**config.mk**
```make
export PLATFORM = sky130hd
export DESIGN_NAME = txt_ram_arbiter
export DESIGN_NICKNAME = d
export VERILOG_FILES = /design/src/rtl/txt_pkg.sv /design/src/rtl/txt_wr_fifo.sv /design/src/rtl/txt_ram_arbiter.sv
export SDC_FILE = /design/constraint.sdc
export NUM_CORES = 1
export LEC_CHECK = 0
export ABC_AREA = 0
export CORE_MARGIN = 2
export CORE_UTILIZATION = 40
export DETAILED_ROUTE_END_ITERATION = 12
export PLACE_DENSITY = 0.66
export SYNTH_ARGS = -nofsm -noshare
export SYNTH_HDL_FRONTEND = slang
export SYNTH_SLANG_ARGS = --single-unit
```
**constraint.sdc**
```tcl
create_clock -name clk -period 4.2 [get_ports clk]
set_input_delay 0.42 -clock clk [delete_from_list [all_inputs] [get_ports clk]]
set_output_delay 0.42 -clock clk [all_outputs]
set_load 0.03 [all_outputs]
```
**src/rtl/txt_pkg.sv**
```systemverilog
// rtl/txt_pkg.sv - shared text-mode geometry and CPU write entry type
package txt_pkg;
    localparam int TXT_COLS   = 40;
    localparam int TXT_ROWS   = 30;
    localparam int TXT_CHARS  = 1200;
    localparam int TXT_ADDR_W = 12;
    localparam int TXT_CHAR_W = 8;

    typedef struct packed {
        logic [TXT_ADDR_W-1:0] addr;
        logic [TXT_CHAR_W-1:0] data;
    } txt_wr_t;
endpackage

```
**src/rtl/txt_wr_fifo.sv**
```systemverilog
// rtl/txt_wr_fifo.sv - CPU write FIFO, valid/ready push, pop strobe
// Ports: clk, reset (sync active-low); push_valid/push_ready/push_data;
//        pop (strobe, ignored when empty), pop_data (head entry); full, empty.
module txt_wr_fifo #(
    parameter int DEPTH = 4,
    parameter int WIDTH = 20
) (
    input  logic             clk,
    input  logic             reset,
    input  logic             push_valid,
    output logic             push_ready,
    input  logic [WIDTH-1:0] push_data,
    input  logic             pop,
    output logic [WIDTH-1:0] pop_data,
    output logic             full,
    output logic             empty
);
    localparam int PW = $clog2(DEPTH);

    logic [WIDTH-1:0] mem [DEPTH];
    // One extra pointer bit tells full from empty when the indices match.
    logic [PW:0]      wr_ptr;
    logic [PW:0]      rd_ptr;
    logic             do_push;
    logic             do_pop;

    assign full       = (wr_ptr[PW] != rd_ptr[PW]) && (wr_ptr[PW-1:0] == rd_ptr[PW-1:0]);
    assign empty      = (wr_ptr == rd_ptr);
    assign push_ready = !full;
    assign do_push    = push_valid && !full;
    assign do_pop     = pop && !empty;
    assign pop_data   = mem[rd_ptr[PW-1:0]];

    always_ff @(posedge clk) begin
        if (!reset) begin
            wr_ptr <= '0;
            rd_ptr <= '0;
        end else begin
            if (do_push) wr_ptr <= wr_ptr + 1'b1;
            if (do_pop)  rd_ptr <= rd_ptr + 1'b1;
        end
    end

    always_ff @(posedge clk) begin
        if (do_push) mem[wr_ptr[PW-1:0]] <= push_data;
    end
endmodule

```
**src/rtl/txt_ram_arbiter.sv**
```systemverilog
// rtl/txt_ram_arbiter.sv - display RAM arbiter: display read > clear write > CPU FIFO write
// Ports: clk, reset (sync active-low); disp_req/disp_addr -> disp_valid/disp_data (latency 3);
//        cpu_wr_valid/cpu_wr_ready/cpu_wr_addr/cpu_wr_data, wr_err; clr_start/clr_char/clr_busy;
//        ram_en/ram_we/ram_addr/ram_wdata/ram_rdata (single-port RAM, 1-cycle read).
// Config: define TXT_CLEAR_EN to build the screen-clear FSM; otherwise clr_busy is tied 0.
module txt_ram_arbiter
    import txt_pkg::*;
#(
    parameter int FIFO_DEPTH = 4,
    parameter int CHARS      = TXT_CHARS
) (
    input  logic                  clk,
    input  logic                  reset,
    input  logic                  disp_req,
    input  logic [TXT_ADDR_W-1:0] disp_addr,
    output logic [TXT_CHAR_W-1:0] disp_data,
    output logic                  disp_valid,
    input  logic                  cpu_wr_valid,
    output logic                  cpu_wr_ready,
    input  logic [TXT_ADDR_W-1:0] cpu_wr_addr,
    input  logic [TXT_CHAR_W-1:0] cpu_wr_data,
    output logic                  wr_err,
    input  logic                  clr_start,
    input  logic [TXT_CHAR_W-1:0] clr_char,
    output logic                  clr_busy,
    output logic                  ram_en,
    output logic                  ram_we,
    output logic [TXT_ADDR_W-1:0] ram_addr,
    output logic [TXT_CHAR_W-1:0] ram_wdata,
    input  logic [TXT_CHAR_W-1:0] ram_rdata
);
    localparam logic [TXT_ADDR_W-1:0] LAST_CELL = TXT_ADDR_W'(CHARS - 1);

    txt_wr_t               push_word;
    txt_wr_t               fifo_head;
    logic                  fifo_full;
    logic                  fifo_empty;
    logic                  fifo_pop;
    logic                  clr_active;
    logic                  clr_wr;
    logic [TXT_ADDR_W-1:0] clr_cnt;
    logic [TXT_CHAR_W-1:0] clr_fill;
    logic [1:0]            rd_pipe;

    assign push_word = '{addr: cpu_wr_addr, data: cpu_wr_data};
    // A clear owns every non-display cycle, so the FIFO drains only outside CLEAR.
    assign fifo_pop  = !disp_req && !clr_active;

    txt_wr_fifo #(
        .DEPTH (FIFO_DEPTH),
        .WIDTH ($bits(txt_wr_t))
    ) u_fifo (
        .clk        (clk),
        .reset      (reset),
        .push_valid (cpu_wr_valid),
        .push_ready (cpu_wr_ready),
        .push_data  (push_word),
        .pop        (fifo_pop),
        .pop_data   (fifo_head),
        .full       (fifo_full),
        .empty      (fifo_empty)
    );

`ifdef TXT_CLEAR_EN
    localparam logic [0:0] ST_IDLE  = 1'b0;
    localparam logic [0:0] ST_CLEAR = 1'b1;

    logic [0:0] state;

    assign clr_active = (state == ST_CLEAR);
    assign clr_wr     = clr_active && !disp_req;
    assign clr_busy   = clr_active;

    always_ff @(posedge clk) begin
        if (!reset) begin
            state    <= ST_IDLE;
            clr_cnt  <= '0;
            clr_fill <= '0;
        end else begin
            case (state)
                ST_IDLE: begin
                    if (clr_start) begin
                        state    <= ST_CLEAR;
                        clr_cnt  <= '0;
                        clr_fill <= clr_char;
                    end
                end
                default: begin
                    if (clr_wr) begin
                        if (clr_cnt == LAST_CELL) state <= ST_IDLE;
                        clr_cnt <= clr_cnt + 1'b1;
                    end
                end
            endcase
        end
    end
`else
    logic unused_clr;

    assign unused_clr = ^{clr_start, clr_char};
    assign clr_active = 1'b0;
    assign clr_wr     = 1'b0;
    assign clr_busy   = 1'b0;
    assign clr_cnt    = '0;
    assign clr_fill   = '0;
`endif

    always_ff @(posedge clk) begin
        if (!reset) begin
            ram_en     <= 1'b0;
            ram_we     <= 1'b0;
            ram_addr   <= '0;
            ram_wdata  <= '0;
            rd_pipe    <= '0;
            disp_valid <= 1'b0;
            disp_data  <= '0;
            wr_err     <= 1'b0;
        end else begin
            // rd_pipe[0]: read on the RAM port, rd_pipe[1]: ram_rdata valid now.
            rd_pipe    <= {rd_pipe[0], disp_req};
            disp_valid <= rd_pipe[1];
            if (rd_pipe[1]) disp_data <= ram_rdata;

            ram_en <= 1'b0;
            ram_we <= 1'b0;
            wr_err <= 1'b0;
            if (disp_req) begin
                ram_en    <= 1'b1;
                ram_addr  <= disp_addr;
                ram_wdata <= '0;
            end else if (clr_wr) begin
                ram_en    <= 1'b1;
                ram_we    <= 1'b1;
                ram_addr  <= clr_cnt;
                ram_wdata <= clr_fill;
            end else if (!fifo_empty) begin
                if (fifo_head.addr <= LAST_CELL) begin
                    ram_en    <= 1'b1;
                    ram_we    <= 1'b1;
                    ram_addr  <= fifo_head.addr;
                    ram_wdata <= fifo_head.data;
                end else begin
                    wr_err <= 1'b1;
                end
            end
        end
    end
endmodule

```
## Word-level counts from Yosys, hierarchy flattened

Memory sizes are Yosys's and may differ from the RTL's. A register that Yosys moved wholly into a read port is not among the register bits.
Cells that the tools add are included.

| storage, ports and cells | value |
|---|---|
| logic and storage cells | 42 |
| memories | 1 |
| bits in registers | 40 |
| bits in writable memories | 80 |
| input bits | 53 |

Memories:

| memory | depth | width | read ports | clocked after memory_dff | write ports | line | source |
|---|---|---|---|---|---|---|---|
| u_fifo.mem | 4 | 20 | 1 | 1 | 1 | txt_wr_fifo.sv:20 | `logic [WIDTH-1:0] mem [DEPTH];` |

| cells by class | value |
|---|---|
| equal/unequal tests | 4 |
| reduce and logical (&&, ||, !) cells | 11 |
| add/subtract/negate cells | 2 |
| mux-type cells | 11 |
| $lt $le $gt $ge | 1 |
| bitwise logic cells | 2 |

Operators with widths:

| cell | count |
|---|---|
| $mux W12 | 3 |
| $le A12 B11 Y1 const B | 1 |
| $add A3 B1 Y3 const B | 2 |
| $mux W1 | 6 |
| $mux W2 | 2 |
| $reduce_and A2 Y1 | 2 |
| $eq A3 B3 Y1 | 1 |
| $logic_and A1 B1 Y1 | 3 |
| $logic_not A1 Y1 | 3 |
| $reduce_or A3 Y1 | 1 |
| $eq A2 B2 Y1 | 1 |
| $ne A2 B2 Y1 const B | 1 |
| $not A1 Y1 | 2 |
| $reduce_bool A2 Y1 | 1 |
| $reduce_or A2 Y1 | 1 |
| $ne A1 B1 Y1 | 1 |

## Logic depth before layout (Yosys ltp)

Gate-level depths: netlist of run 1.

| depth | value |
|---|---|
| word-level depth | 6 |
| mapped depth | 6 |
| depth with buffers taken out | 4 |

## Cells and area by module

From an unflattened synthesis of run 1, not the netlist that was laid out.

| unflattened totals | value |
|---|---|
| cells, all modules | 318 |
| area, all modules | 4782.1 µm² |

By module, submodules not included:

| module | area each (µm²) | sequential area each (µm²) | times used | cells each |
|---|---|---|---|---|
| txt_wr_fifo | 3458.3 | 2562.5 | 1 | 172 |
| txt_ram_arbiter | 1323.8 | 680.7 | 1 | 146 |

## Least setup slack after synthesis of run 1

Ideal clock, no wire load.

| timing path | value |
|---|---|
| kind | register to register |
| from | register u_fifo.wr_ptr[0] |
| to | memory u_fifo.mem[3][0] (enable) |
| setup time | 0.378 ns |
| data required time | 3.822 ns |
| clock period less this slack | 2.042 ns |
| path slack | 2.158 ns |
| data arrival time | 1.664 ns |
| cell stages (with the launch flop) | 4 |
| buffers on the path | 0 |
| cells stage by stage | dfxtp_1 xnor2_1 a31oi_1 and2_1 |

| between the ends | value |
|---|---|
| cells in the longest elaborated chain, start to end | 6 |

RTL lines:

| element | line | source |
|---|---|---|
| start: declaration | txt_wr_fifo.sv:22 | `logic [PW:0] wr_ptr;` |
| start signal: assignment | txt_wr_fifo.sv:39 | `if (do_push) wr_ptr <= wr_ptr + 1'b1;` |
| $eq A2 B2 Y1 | txt_wr_fifo.sv:27 | `assign full = (wr_ptr[PW] != rd_ptr[PW]) && (wr_ptr[PW-1:0] == rd_ptr[PW-1:0]);` |
| $logic_and A1 B1 Y1 | txt_wr_fifo.sv:27 |  |
| $logic_not A1 Y1 | txt_wr_fifo.sv:30 | `assign do_push = push_valid && !full;` |
| $logic_and A1 B1 Y1 | txt_wr_fifo.sv:30 |  |
| $mux W1 | txt_wr_fifo.sv:45 | `if (do_push) mem[wr_ptr[PW-1:0]] <= push_data;` |
| $mux W1 (implied by the code) | txt_wr_fifo.sv:45 |  |
| end: declaration | txt_wr_fifo.sv:20 |  |

Several ways; a longest one is shown, not always the timed one.

==> flow_summary.ini, run 1 <==
[job]
cap_violations = 0

[worst_setup_path]
path_class = flip-flop to flip-flop
critPathBufInv = 1
cp.required_ns = 4.48
crit_chain = buf_4 > mux4_2 > a31oi_4 > o211ai_4 > a311o_1
critPathMaxFanout = 20
worstPathArrival_ns = 2.93
crit_family = compound AO/OA/AOI/OAI gates
end_kind = flip-flop
max_stage_delay_ns = 0.63
slowest_stage = mux4_2
setup.worst_path.start_class = flip-flop

[global_route]
grt_pass1_vias = 2998
grt_usage = 0.158
antenna_found_initial = 0
grt_pass1_wl_um = 15300
grt_max_degree = 21
grt.overflow.total = 0

[clock_network]
path_clk_slew_ns = 0.06
cts_setup_buffers = 0
cts_root_buf = clkbuf_16
cts_max_level = 4
cts_tree = built
hold_buffers = 0
clockBufferDepth = 2
clock-sinks = 122
cts_resized = 0
clk_latency_ns = 0.41
cts_made_buffers = 17

[final_layout]
final_area_um2 = 6380
num-nets-final = 453
final-instance-count-excl-fill = 555
diodes = 0
drive_above_1_share = 0.164
syn_to_final_growth_pct = 32.0

[floorplanning]
die_w_um = 114
die_y_um = 114
core_area_um2 = 11900
ios = 87
rows = 40
die-area_um2 = 13000
start_util = 0.406

[sta]
setup_viol = 0
drv_slew = 0
final_hold_viol_count = 0
fmax_mhz = 377
worst_slew_pin_slew_ns = 0.707
slew-limit-headroom = 0.526
timing.setup.tns_ns = 0
fin_worst_skew_ns = 0.0153
period_share = 0.632
fin_crit_ns = 2.66
grt_setup_unrepaired = false
hold_ws_ns = 0.433

[synth]
synthAdderAreaFrac = 0.0129
synth.most_common_cell = edfxtp_1
synth_ff_type = edfxtp_1
syn_avg_cell_area_um2 = 15.8
synth_xor_area_frac = 0.0109
syn_nets = 365
syn-cell-area_um2 = 4840
synth-compound-area-share = 0.0885
synthMuxAreaShare = 0.131
synth-edff-count = 80
ys_warn_count = 0
synth_common_cells = 80 x edfxtp_1, 42 x dfxtp_1, 26 x nand2_1
yosysUniqueCellTypes = 44
synth_top_family_by_area = multiplexers
yosys.area_share.simple = 0.0634
netlist.area_leader.share = 0.497
synth-async-reset-ratio = 0
postSynthCellCount = 307
synth_seq_cells = 122
ys_top_cells_by_area = edfxtp_1 50%, dfxtp_1 17%, mux4_2 8.8%
ys_seq_area_frac = 0.671
synth_top_cell_by_area = edfxtp_1

[power]
cellLeakagePower_uw = 0.00223
peakVddDrop_mv = 0.313
power-per-cell-area_nw_per_um2 = 553

[route]
route.antenna.remaining_nets = 0
finalWirelength_um = 9430
firstDrtPassIters = 4
via_per_inst = 5.07
drc = 0
num_vias = 2813
drt_iter0_markers = 221
post_drt_wl_per_cell_um = 17.0

[placement]
io_buffers = 76
dpl_cell_area_um2 = 5760
gp_congestion = 0.728
dp.cells = 523
post-dp-hpwl_um = 6000

[run_status]
status = finished, final reports clean

[worst_hold_path]
min_path_type = flip-flop to flip-flop
stage by stage:
stage / setup WS (ns) / util / power, uW
2_1_floorplan: 2.16 / - / 1860
6_report: 1.54 / 0.536 / 3530
5_1_grt: 1.38 / 0.536 / 3680
3_3_place_gp: 1.58 / 0.484 / 2030
4_1_cts: 1.50 / 0.536 / 3570
3_5_place_dp: 1.51 / 0.484 / 2050
flip-flops by register name (all words and copies together) (netlist names), named ones only:
register       count
u_fifo.mem        80
ram_addr          12
disp_data          8
ram_wdata          8
u_fifo.rd_ptr      3
u_fifo.wr_ptr      3
rd_pipe            2
disp_valid         1
ram_en             1
ram_we             1
wr_err             1
routing by layer:
metal / up-vias / GRT usage / share of wire
li1: 1360 / - / -
met1: 1365 / 0.203 / 0.46
met2: 86 / 0.246 / 0.48
met3: 2 / 0.0569 / 0.051
met4: 0 / 0.0610 / 0.0036
met5: - / 0 / 0
cells in the final DEF (no fill, tap or decap), types with 5 or more instances in the layout:
cell type	Yosys	final
o211ai_1	5	5
mux2i_1	18	18
inv_1	8	8
buf_4	1	7
xnor2_1	5	5
nor2_1	20	20
dfxtp_1	42	42
nand2_1	26	26
and2_1	11	11
ha_1	5	5
edfxtp_1	80	80
clkdlybuf4s50_1	0	76
o2111ai_1	5	5
mux4_2	19	19
a2bb2oi_1	5	5
clkbuf_16	0	17
worst paths after layout:
check	startpoint	endpoint	slack, ns	cells after the start
setup / recovery	flip-flop	ram_addr[10]$_SDFFE_PN0P_	1.54	5
hold reg to reg	rd_pipe[0]$_SDFF_PN0_	rd_pipe[1]$_SDFF_PN0_	0.43	1
setup reg to reg	flip-flop	ram_addr[10]$_SDFFE_PN0P_	1.54	5
hold / removal	rd_pipe[0]$_SDFF_PN0_	rd_pipe[1]$_SDFF_PN0_	0.43	1
cell families after synthesis:
group | Yosys count
flops | 122
simple gates | 67
compound gates | 46
mux | 38
buf+inv | 22
xor+xnor | 6
fa+ha+maj | 5
other cells | 1
power breakdown:
part / internal, uW / leakage, uW / switching, uW
Sequential: 1360 / 0.00108 / 37.4
Combinational: 275 / 0.000857 / 338
Clock: 995 / 0.000291 / 521
area by class of cell:
class | instances | area [um^2]
fillers | 969 | 5530
flip-flops and latches | 122 | 3240
multi-input cells | 163 | 1490
repair buffers | 83 | 813
clock buffers | 18 | 429
clock inverters | 14 | 194
well taps | 147 | 184
inverters | 8 | 30.0
(Power assumes the default switching activity.)
==> run 2, diff against run 1 <==
--- a/config.mk
+++ b/config.mk
@@ -9,7 +9,7 @@
 export CORE_MARGIN = 2
 export CORE_UTILIZATION = 40
 export DETAILED_ROUTE_END_ITERATION = 12
-export PLACE_DENSITY = 0.66
+export PLACE_DENSITY = 0.68
 export SYNTH_ARGS = -nofsm -noshare
 export SYNTH_HDL_FRONTEND = slang
 export SYNTH_SLANG_ARGS = --single-unit
==> constraint.sdc (replaced) <==
create_clock -name clk -period 2.3 [get_ports clk]
set_input_delay 0.23 -clock clk [delete_from_list [all_inputs] [get_ports clk]]
set_output_delay 0.23 -clock clk [all_outputs]
set_load 0.03 [all_outputs]
==> flow_summary.ini, run 2 (synthesized netlist as in run 1, its figures left out) <==
[run_status]
status = finished, final reports clean

[route]
finalWirelength_um = 9780
via_per_inst = 5.15
post_drt_wl_per_cell_um = 17.2
route.antenna.remaining_nets = 0
drt_iter0_markers = 159
num_vias = 2932
drc = 0
firstDrtPassIters = 4

[global_route]
grt.overflow.total = 0
grt_usage = 0.164
grt_pass1_vias = 3074
grt_max_degree = 21
grt_pass1_wl_um = 15900
antenna_found_initial = 0

[final_layout]
final-instance-count-excl-fill = 569
final_cell_mix = 80 x edfxtp_1, 76 x clkdlybuf4s50_1, 42 x dfxtp_1
nFillCells = 987
final_area_um2 = 6470
seq_area_um2 = 3240
post-route-util = 0.543
largest_reg_flops = 80
num-nets-final = 467
diodes = 0
syn_to_final_growth_pct = 33.8
drive_above_1_share = 0.192
mostFrequentLayoutCell = edfxtp_1
multiInputGateArea_um2 = 1510

[clock_network]
clock-sinks = 122
cts_max_level = 4
path_clk_slew_ns = 0.05
clockBufferDepth = 2
cts_tree = built
cts_made_buffers = 17
clk_latency_ns = 0.40
hold_buffers = 0
cts_root_buf = clkbuf_16

[sta]
fin_worst_skew_ns = 0.00708
grt_setup_unrepaired = false
final_hold_viol_count = 0
drv_slew = 0
fmax_mhz = 464
setup_viol = 0
timing.setup.tns_ns = 0
fin_crit_ns = 2.16
worst_slew_pin_slew_ns = 0.510
slew-limit-headroom = 0.659
period_share = 0.938

[placement]
dpl_cell_area_um2 = 5880
post-dp-hpwl_um = 6300
gp_congestion = 0.753
io_buffers = 76
dp.cells = 535

[worst_setup_path]
critPathBufInv = 2
cp.required_ns = 2.59
setup.worst_path.start_class = flip-flop
end_kind = flip-flop
slowest_stage = mux4_2
worstPathArrival_ns = 2.44
crit_chain = buf_12 > mux4_2 > a21oi_4 > o211ai_4 > buf_4 > mux2i_1
path_class = flip-flop to flip-flop
crit_family = multiplexers
max_stage_delay_ns = 0.58
critPathMaxFanout = 12

[floorplanning]
die_y_um = 114
die-area_um2 = 13000
core_area_um2 = 11900
ios = 87
rows = 40
start_util = 0.406
die_w_um = 114

[power]
cellLeakagePower_uw = 0.00228
power-per-cell-area_nw_per_um2 = 974
peakVddDrop_mv = 0.586

[job]
cap_violations = 0

[worst_hold_path]
min_path_type = flip-flop to flip-flop
## run 2: cell count changes in the layout (fill, tap and decap cells not counted), sizes merged
cell,change
clkbuf,+3
inv,-2
bufinv,-2
buf,+14
clkinv,+1
## run 2: layer usage
layer | vias up | global-route usage | wire length (um)
met5 | - | 0 | 0
met4 | 0 | 0.0439 | 79
met3 | 11 | 0.0648 | 635
met2 | 104 | 0.273 | 4840
met1 | 1427 | 0.201 | 4230
li1 | 1390 | - | -
## run 2: what timing repair did
action                     in CTS  in global routing
setup buffers                   0                  2
setup endpoints to repair       0                  3
resized for setup               0                  3
## run 2: worst reg2reg max path, stage by stage (launching register included)
cell and delay [ns]:
dfxtp_1 0.45, buf_12 0.20, mux4_2 0.58, a21oi_4 0.23, o211ai_4 0.19, buf_4 0.24
mux2i_1 0.13
## run 2: power by group
group	leakage (uW)	switching, uW	internal (uW)	total [uW]
registers	0.00108	76.5	2490	2570
logic	0.000938	643	596	1240
clock network	0.000263	912	1590	2500
total	0.00228	1630	4670	6310
## run 2: final cells by class
type                    count  area share
clock inverters            11      0.0189
well taps                 147      0.0284
repair buffers             97       0.146
multi-input cells         163       0.233
clock buffers              21      0.0680
inverters                   8     0.00464
flip-flops and latches    122       0.501
## run 2: final timing paths
check	slack, ns	depth (start not counted)	start	endpoint
max	0.14	6	flip-flop	ram_wdata[1]$_SDFFE_PP0P_
min	0.43	1	rd_pipe[0]$_SDFF_PN0_	rd_pipe[1]$_SDFF_PN0_
max reg2reg	0.14	6	flip-flop	ram_wdata[1]$_SDFFE_PP0P_
min reg2reg	0.43	1	rd_pipe[0]$_SDFF_PN0_	rd_pipe[1]$_SDFF_PN0_
## run 2: per-stage QoR
step                      power (uW)  hold WS (ns)  setup WS (ns)
after floorplan                 3390         0.329          0.258
after global placement          3790         0.425          0.198
after detailed placement        3820         0.424          0.137
after CTS                       6340         0.418         0.0229
after global routing            6580         0.438         0.0190
final                           6310         0.432          0.143
